==> src/rtl/mxrv_csr_ctrl_if.sv <==
// CSR file read/write port between mxrv_csr_ctrl (master) and mxrv_csr_reg (slave).
interface mxrv_csr_ctrl_if #(
  parameter int unsigned XLEN       = 32,
  parameter int unsigned CSR_ADDR_W = 12
);
  logic [CSR_ADDR_W-1:0] csr_addr_o;
  logic                  csr_we_o;
  logic [XLEN-1:0]       csr_wdata_o;
  logic [XLEN-1:0]       csr_rdata_i;

  modport master (
    output csr_addr_o,
    output csr_we_o,
    output csr_wdata_o,
    input  csr_rdata_i
  );

  modport slave (
    input  csr_addr_o,
    input  csr_we_o,
    input  csr_wdata_o,
    output csr_rdata_i
  );
endinterface

==> src/rtl/mxrv_csr_ctrl.sv <==
// Zicsr execute-stage sequencer: atomic read-modify-write of one CSR, old value to rd.
// Optional macro CSR_RDONLY_CHECK_EN blocks writes to the read-only CSR space and flags illegal_o.
module mxrv_csr_ctrl #(
  parameter int unsigned XLEN       = 32,
  parameter int unsigned CSR_ADDR_W = 12
) (
  input  logic             clk,
  input  logic             rst_n,
  input  logic [31:0]      inst_i,
  input  logic             inst_valid_i,
  input  logic [XLEN-1:0]  rs1_data_i,
  output logic             ready_o,
  mxrv_csr_ctrl_if.master  csr,
  output logic [4:0]       rd_addr_o,
  output logic             rd_we_o,
  output logic [XLEN-1:0]  rd_wdata_o,
  output logic             done_o,
  output logic             illegal_o
);

  typedef enum logic [2:0] {
    ST_IDLE,
    ST_READ,
    ST_CAPT,
    ST_WRITE,
    ST_DONE
  } state_t;

  state_t                state_q, state_d;
  logic [CSR_ADDR_W-1:0] addr_q;
  logic [4:0]            rd_q;
  logic [1:0]            op_q;
  logic [XLEN-1:0]       src_q;
  logic [XLEN-1:0]       old_q;
  logic                  wr_en_q;
  logic                  blocked_q;

  logic [2:0] funct3;
  logic       is_csr;
  logic       accept;
  logic       wr_en_d;

  assign funct3  = inst_i[14:12];
  assign is_csr  = (inst_i[6:0] == 7'b1110011) && (funct3[1:0] != 2'b00);
  assign accept  = inst_valid_i && (state_q == ST_IDLE) && is_csr;
  assign wr_en_d = (funct3[1:0] == 2'b01) || (inst_i[19:15] != 5'd0);

  always_ff @(posedge clk or negedge rst_n) begin
    if (!rst_n) begin
      state_q   <= ST_IDLE;
      addr_q    <= '0;
      rd_q      <= '0;
      op_q      <= '0;
      src_q     <= '0;
      old_q     <= '0;
      wr_en_q   <= 1'b0;
      blocked_q <= 1'b0;
    end else begin
      state_q <= state_d;
      if (accept) begin
        addr_q  <= inst_i[20 +: CSR_ADDR_W];
        rd_q    <= inst_i[11:7];
        op_q    <= funct3[1:0];
        src_q   <= funct3[2] ? {{(XLEN-5){1'b0}}, inst_i[19:15]} : rs1_data_i;
        wr_en_q <= wr_en_d;
`ifdef CSR_RDONLY_CHECK_EN
        blocked_q <= wr_en_d && (inst_i[31:30] == 2'b11);
`else
        blocked_q <= 1'b0;
`endif
      end
      if (state_q == ST_CAPT) begin
        old_q <= csr.csr_rdata_i;
      end
    end
  end

  // Outputs decode from state_q alone, so the async reset drops csr_we_o immediately.
  always_comb begin
    state_d         = state_q;
    ready_o         = 1'b0;
    csr.csr_addr_o  = '0;
    csr.csr_we_o    = 1'b0;
    csr.csr_wdata_o = '0;
    rd_addr_o       = '0;
    rd_we_o         = 1'b0;
    rd_wdata_o      = '0;
    done_o          = 1'b0;
    illegal_o       = 1'b0;
    case (state_q)
      ST_IDLE: begin
        ready_o = 1'b1;
        if (accept) begin
          state_d = ST_READ;
        end
      end
      ST_READ: begin
        csr.csr_addr_o = addr_q;
        state_d        = ST_CAPT;
      end
      ST_CAPT: begin
        csr.csr_addr_o = addr_q;
        state_d        = ST_WRITE;
      end
      ST_WRITE: begin
        csr.csr_addr_o = addr_q;
        csr.csr_we_o   = wr_en_q && !blocked_q;
        case (op_q)
          2'b01:   csr.csr_wdata_o = src_q;
          2'b10:   csr.csr_wdata_o = old_q | src_q;
          2'b11:   csr.csr_wdata_o = old_q & ~src_q;
          default: csr.csr_wdata_o = '0;
        endcase
        state_d = ST_DONE;
      end
      ST_DONE: begin
        rd_addr_o  = rd_q;
        rd_wdata_o = old_q;
        rd_we_o    = (rd_q != 5'd0) && !blocked_q;
        done_o     = 1'b1;
`ifdef CSR_RDONLY_CHECK_EN
        illegal_o  = blocked_q;
`else
        illegal_o  = 1'b0;
`endif
        state_d    = ST_IDLE;
      end
      default: state_d = ST_IDLE;
    endcase
  end

endmodule
==> src/flat_wrapper.sv <==
// flat-port wrapper written by rule: the top's interface ports become plain ports
module mxrv_csr_ctrl_flat 
#(
  parameter int unsigned XLEN       = 32,
  parameter int unsigned CSR_ADDR_W = 12
)
  (clk, rst_n, inst_i, inst_valid_i, rs1_data_i, ready_o, rd_addr_o, rd_we_o, rd_wdata_o, done_o, illegal_o, csr_csr_addr_o, csr_csr_we_o, csr_csr_wdata_o, csr_csr_rdata_i);
  mxrv_csr_ctrl_if #(.XLEN(XLEN), .CSR_ADDR_W(CSR_ADDR_W)) csr_i ();
  input  logic clk;
  input  logic rst_n;
  input  logic [31:0] inst_i;
  input  logic inst_valid_i;
  input  logic [XLEN-1:0] rs1_data_i;
  output logic ready_o;
  output logic [4:0] rd_addr_o;
  output logic rd_we_o;
  output logic [XLEN-1:0] rd_wdata_o;
  output logic done_o;
  output logic illegal_o;
  output wire logic [$bits(csr_i.csr_addr_o)-1:0] csr_csr_addr_o;
  output wire logic [$bits(csr_i.csr_we_o)-1:0] csr_csr_we_o;
  output wire logic [$bits(csr_i.csr_wdata_o)-1:0] csr_csr_wdata_o;
  input wire logic [$bits(csr_i.csr_rdata_i)-1:0] csr_csr_rdata_i;
  assign csr_csr_addr_o = csr_i.csr_addr_o;
  assign csr_csr_we_o = csr_i.csr_we_o;
  assign csr_csr_wdata_o = csr_i.csr_wdata_o;
  assign csr_i.csr_rdata_i = csr_csr_rdata_i;
  mxrv_csr_ctrl #(.XLEN(XLEN), .CSR_ADDR_W(CSR_ADDR_W)) u_core (.clk(clk), .rst_n(rst_n), .inst_i(inst_i), .inst_valid_i(inst_valid_i), .rs1_data_i(rs1_data_i), .ready_o(ready_o), .csr(csr_i), .rd_addr_o(rd_addr_o), .rd_we_o(rd_we_o), .rd_wdata_o(rd_wdata_o), .done_o(done_o), .illegal_o(illegal_o));
endmodule
==> config.mk <==
export PLATFORM = sky130hd
export DESIGN_NAME = mxrv_csr_ctrl_flat
export DESIGN_NICKNAME = d
export VERILOG_FILES = /design/src/rtl/mxrv_csr_ctrl_if.sv /design/src/rtl/mxrv_csr_ctrl.sv /design/src/flat_wrapper.sv
export SDC_FILE = /design/constraint.sdc
export NUM_CORES = 1
export LEC_CHECK = 0
export CAP_MARGIN = 10
export CORE_UTILIZATION = 48
export DETAILED_ROUTE_END_ITERATION = 7
export PLACE_DENSITY_LB_ADDON = 0.05
export SLEW_MARGIN = 20
export SYNTH_ARGS = -nofsm -noshare
export SYNTH_HDL_FRONTEND = slang
export SYNTH_SLANG_ARGS = --single-unit
export TNS_END_PERCENT = 1
==> constraint.sdc <==
create_clock -name clk -period 2.8 [get_ports clk]
set_clock_uncertainty 0.15 [all_clocks]
set_input_delay 0.56 -clock clk [delete_from_list [all_inputs] [get_ports clk]]
set_output_delay 0.56 -clock clk [all_outputs]
set_load 0.01 [all_outputs]
==> qor.yml <==
path_delay_family: "buffers and inverters"
avgRoutedWirePerCell_um: 17.1
fp.dieArea_um2: 10600
initialDrtViolationCount: 160
crit_fanout: 17
syn_to_final_growth_pct: 45.7
gr-total-overflow: 0
syn_avg_cell_area_um2: 11.1
grt_pass1_vias: 4064
p_seq_share_pct: 43.8
synth.cell_area_um2: 4870
detail-route-antenna-nets: 0
antenna_cells: 0
setup_viol: 0
drv_slew: 0
status: "finished clean"
synthAdderAreaFrac_pct: 0
fin_nets: 717
crit_chain: "buf_6 -> nand2_1 -> or2_2 -> a21oi_1 -> clkdlybuf4s50_1"
groute.usage.overall_pct: 25.2
cap_viol_max_count: 0
path_depth: 5
critPathLaunchType: "flip-flop"
synth_xor_area_share_pct: 0.360
synth_top_area_share_pct: 44.7
antenna_found_initial: 0
crit_path_end: "csr_csr_wdata_o[20]"
synth_seq_area_share_pct: 44.7
crit_type: "flip-flop to output pin"
pwr-share-clk_pct: 18.9
start_util_pct: 49.6
crit_buf_inv: 2
crit_required_ps: 2090
grt_first_pass_wirelength_um: 20300
rr_endpoint: "u_core.rd_q[1]$_DFFE_PN0P_"
period_needed_ps: 2730
swShare_pct: 33.1
peakVddDrop_mv: 0.356
insertion_delay_ps: 340
synth.area.top_cells: "dfrtp_1, mux2_4, mux2_2"
clockBufferDepth: 2
final_hold_viol_count: 0
yosys_most_used_dff: "dfrtp_1"
synth.most_common_cell: "dfrtp_1"
place.gp.congestion: 0.743
crit_arrival_ps: 2020
core_um2: 9820
yosys_warnings: 0
fp.dieH_um: 103
rrSetupSlack_ps: 540
ioPinCount: 185
hold_path.class: "flip-flop to flip-flop"
synthSimpleGateAreaFrac_pct: 19.2
min_path_cells: 1
whs_ps: 359
worstReg2RegStart: "u_core.state_q[2]$_DFFE_PN0P_"
synth-edff-count: 0
synth_cells: 439
clkTransAtPathRegs_ps: 80
first_pass_iters: 4
finalSetupTns_ps: 0
avgViaCountPerCell: 5.26
leakage_nw: 3.07
cts-root-buf: "clkbuf_8"
max_freq_mhz: 366
synth_compound_area_share_pct: 8.17
crit_path_max_incr_delay_ps: 550
ys_ff_latch: 87
period_share_pct: 97.6
slowest_stage: "clkdlybuf4s50_1"
cts_max_level: 3
grt_max_degree: 54
dp_hpwl_um: 9040
internal-power_mw: 2.75
power_switching_mw: 1.36
synthMuxAreaShare_pct: 23.5
synth_cell_types: 32
rows: 36
synth_async_sr_flop_share_pct: 100
rr_worst_depth: 5
comb_power_share_pct: 37.2
die_x_um: 103
netlist_top_cells_count: "dfrtp_1, mux2_2, mux2_4, and3_1, a21oi_1"
clkSinkCount: 87
drc: 0
cts_tree: "done"
synth_fp_nets: 538
dr_total_vias: 3970
p_per_area_nw_per_um2: 580
port_buffers: 183
numCtsBuffers: 9
critPathLaunch: "u_core.op_q[0]$_DFFE_PN0P_"
routed_wl_um: 12900
p_total_mw: 4.12
drive_gt1_share_pct: 25.7
rsz0062_at_grt: "yes"
synth_top_area_cell: "dfrtp_1"
endpoint_kind: "output pin"
synth_top_family_by_area: "multiplexers"
area by class of cell:
class                   instances  area, um2
fillers                       794       2720
clock inverters                 4       22.5
well taps                     133        166
multi-input cells             314       2510
repair buffers                204       2070
clock buffers                  11        141
inverters                       2       7.51
flip-flops and latches         87       2180
registers in the layout, indices dropped and copies added (netlist names):
signal and count:
u_core.op_q 2, u_core.addr_q 12, u_core.state_q 3, u_core.wr_en_q 1, u_core.rd_q 5, u_core.old_q 32
u_core.src_q 32
power groups by stage:
stage	Sequential [mW]	Clock (mW)	Combinational, mW
floorplan	1.73	0	0.893
global placement	1.79	0	1.47
detailed placement	1.81	0	1.51
CTS	1.80	0.796	1.53
global route	1.84	0.852	1.66
finish	1.80	0.779	1.53
worst min path at each step:
| stage | startpoint | end | slack (ps) |
|---|---|---|---|
| 5_1_grt | u_core.addr_q[1]$_DFFE_PN0P_ | u_core.addr_q[1]$_DFFE_PN0P_ | 380 |
| 3_3_place_gp | u_core.addr_q[11]$_DFFE_PN0P_ | u_core.addr_q[11]$_DFFE_PN0P_ | 340 |
| 4_1_cts | u_core.addr_q[0]$_DFFE_PN0P_ | u_core.addr_q[0]$_DFFE_PN0P_ | 360 |
| 6_report | u_core.addr_q[0]$_DFFE_PN0P_ | u_core.addr_q[0]$_DFFE_PN0P_ | 360 |
| 2_1_floorplan | rst_n | u_core.addr_q[0]$_DFFE_PN0P_ | 110 |
| 3_5_place_dp | u_core.addr_q[6]$_DFFE_PN0P_ | u_core.addr_q[6]$_DFFE_PN0P_ | 340 |
routing by layer:
layer,track usage [%],routed length (um),vias up
met5,0,0,-
li1,-,-,1886
met3,4.95,785,8
met2,41.5,6240,132
met4,8.67,114,0
met1,33.4,5740,1944
cell usage in the layout, fill, tap and decap left out, types with 2 or more instances in the layout:
cell type	n
a21oi_1	32
and2_1	13
and3_1	37
buf_12	3
buf_4	13
buf_6	4
clkbuf_8	10
clkdlybuf4s50_1	175
clkinv_2	3
dfrtp_1	84
dfrtp_2	3
dlymetal6s2s_1	7
inv_1	2
mux2_2	49
mux2_4	38
nand2_1	31
nand3b_1	3
nor2_1	4
nor2b_1	30
o211ai_1	30
or2_2	31
or4_1	2
kinds of logic (layout without fill, tap and decap cells):
| family | after synthesis | in the layout |
|---|---|---|
| xor+xnor | 2 | 2 |
| mux | 89 | 89 |
| compound gates | 64 | 64 |
| buf+inv | 38 | 221 |
| simple gates | 158 | 158 |
| other cells | 1 | 1 |
| flops | 87 | 87 |
stage by stage:
stage / setup WS (ps) / util [%] / cells / cell area [um2]
5_1_grt: -38.2 / 72.3 / 755 / 7100
2_1_floorplan: 673 / - / 439 / 4870
6_report: 67.4 / 72.3 / 755 / 7100
4_1_cts: -21.5 / 71.9 / 754 / 7060
3_3_place_gp: 241 / 70.0 / 738 / 6870
3_5_place_dp: 203 / 70.0 / 738 / 6870
repair_timing:
| item | CTS | global route |
|---|---|---|
| buffers inserted | 0 | 1 |
| resized for setup | 6 | 10 |
| endpoints found under the setup margin | 37 | 33 |
| pin swaps | 1 | 1 |
| hold buffers | 1 | 0 |
| endpoints found under the hold margin | 7 | 0 |
No activity file was read; power rests on OpenSTA's default activity.
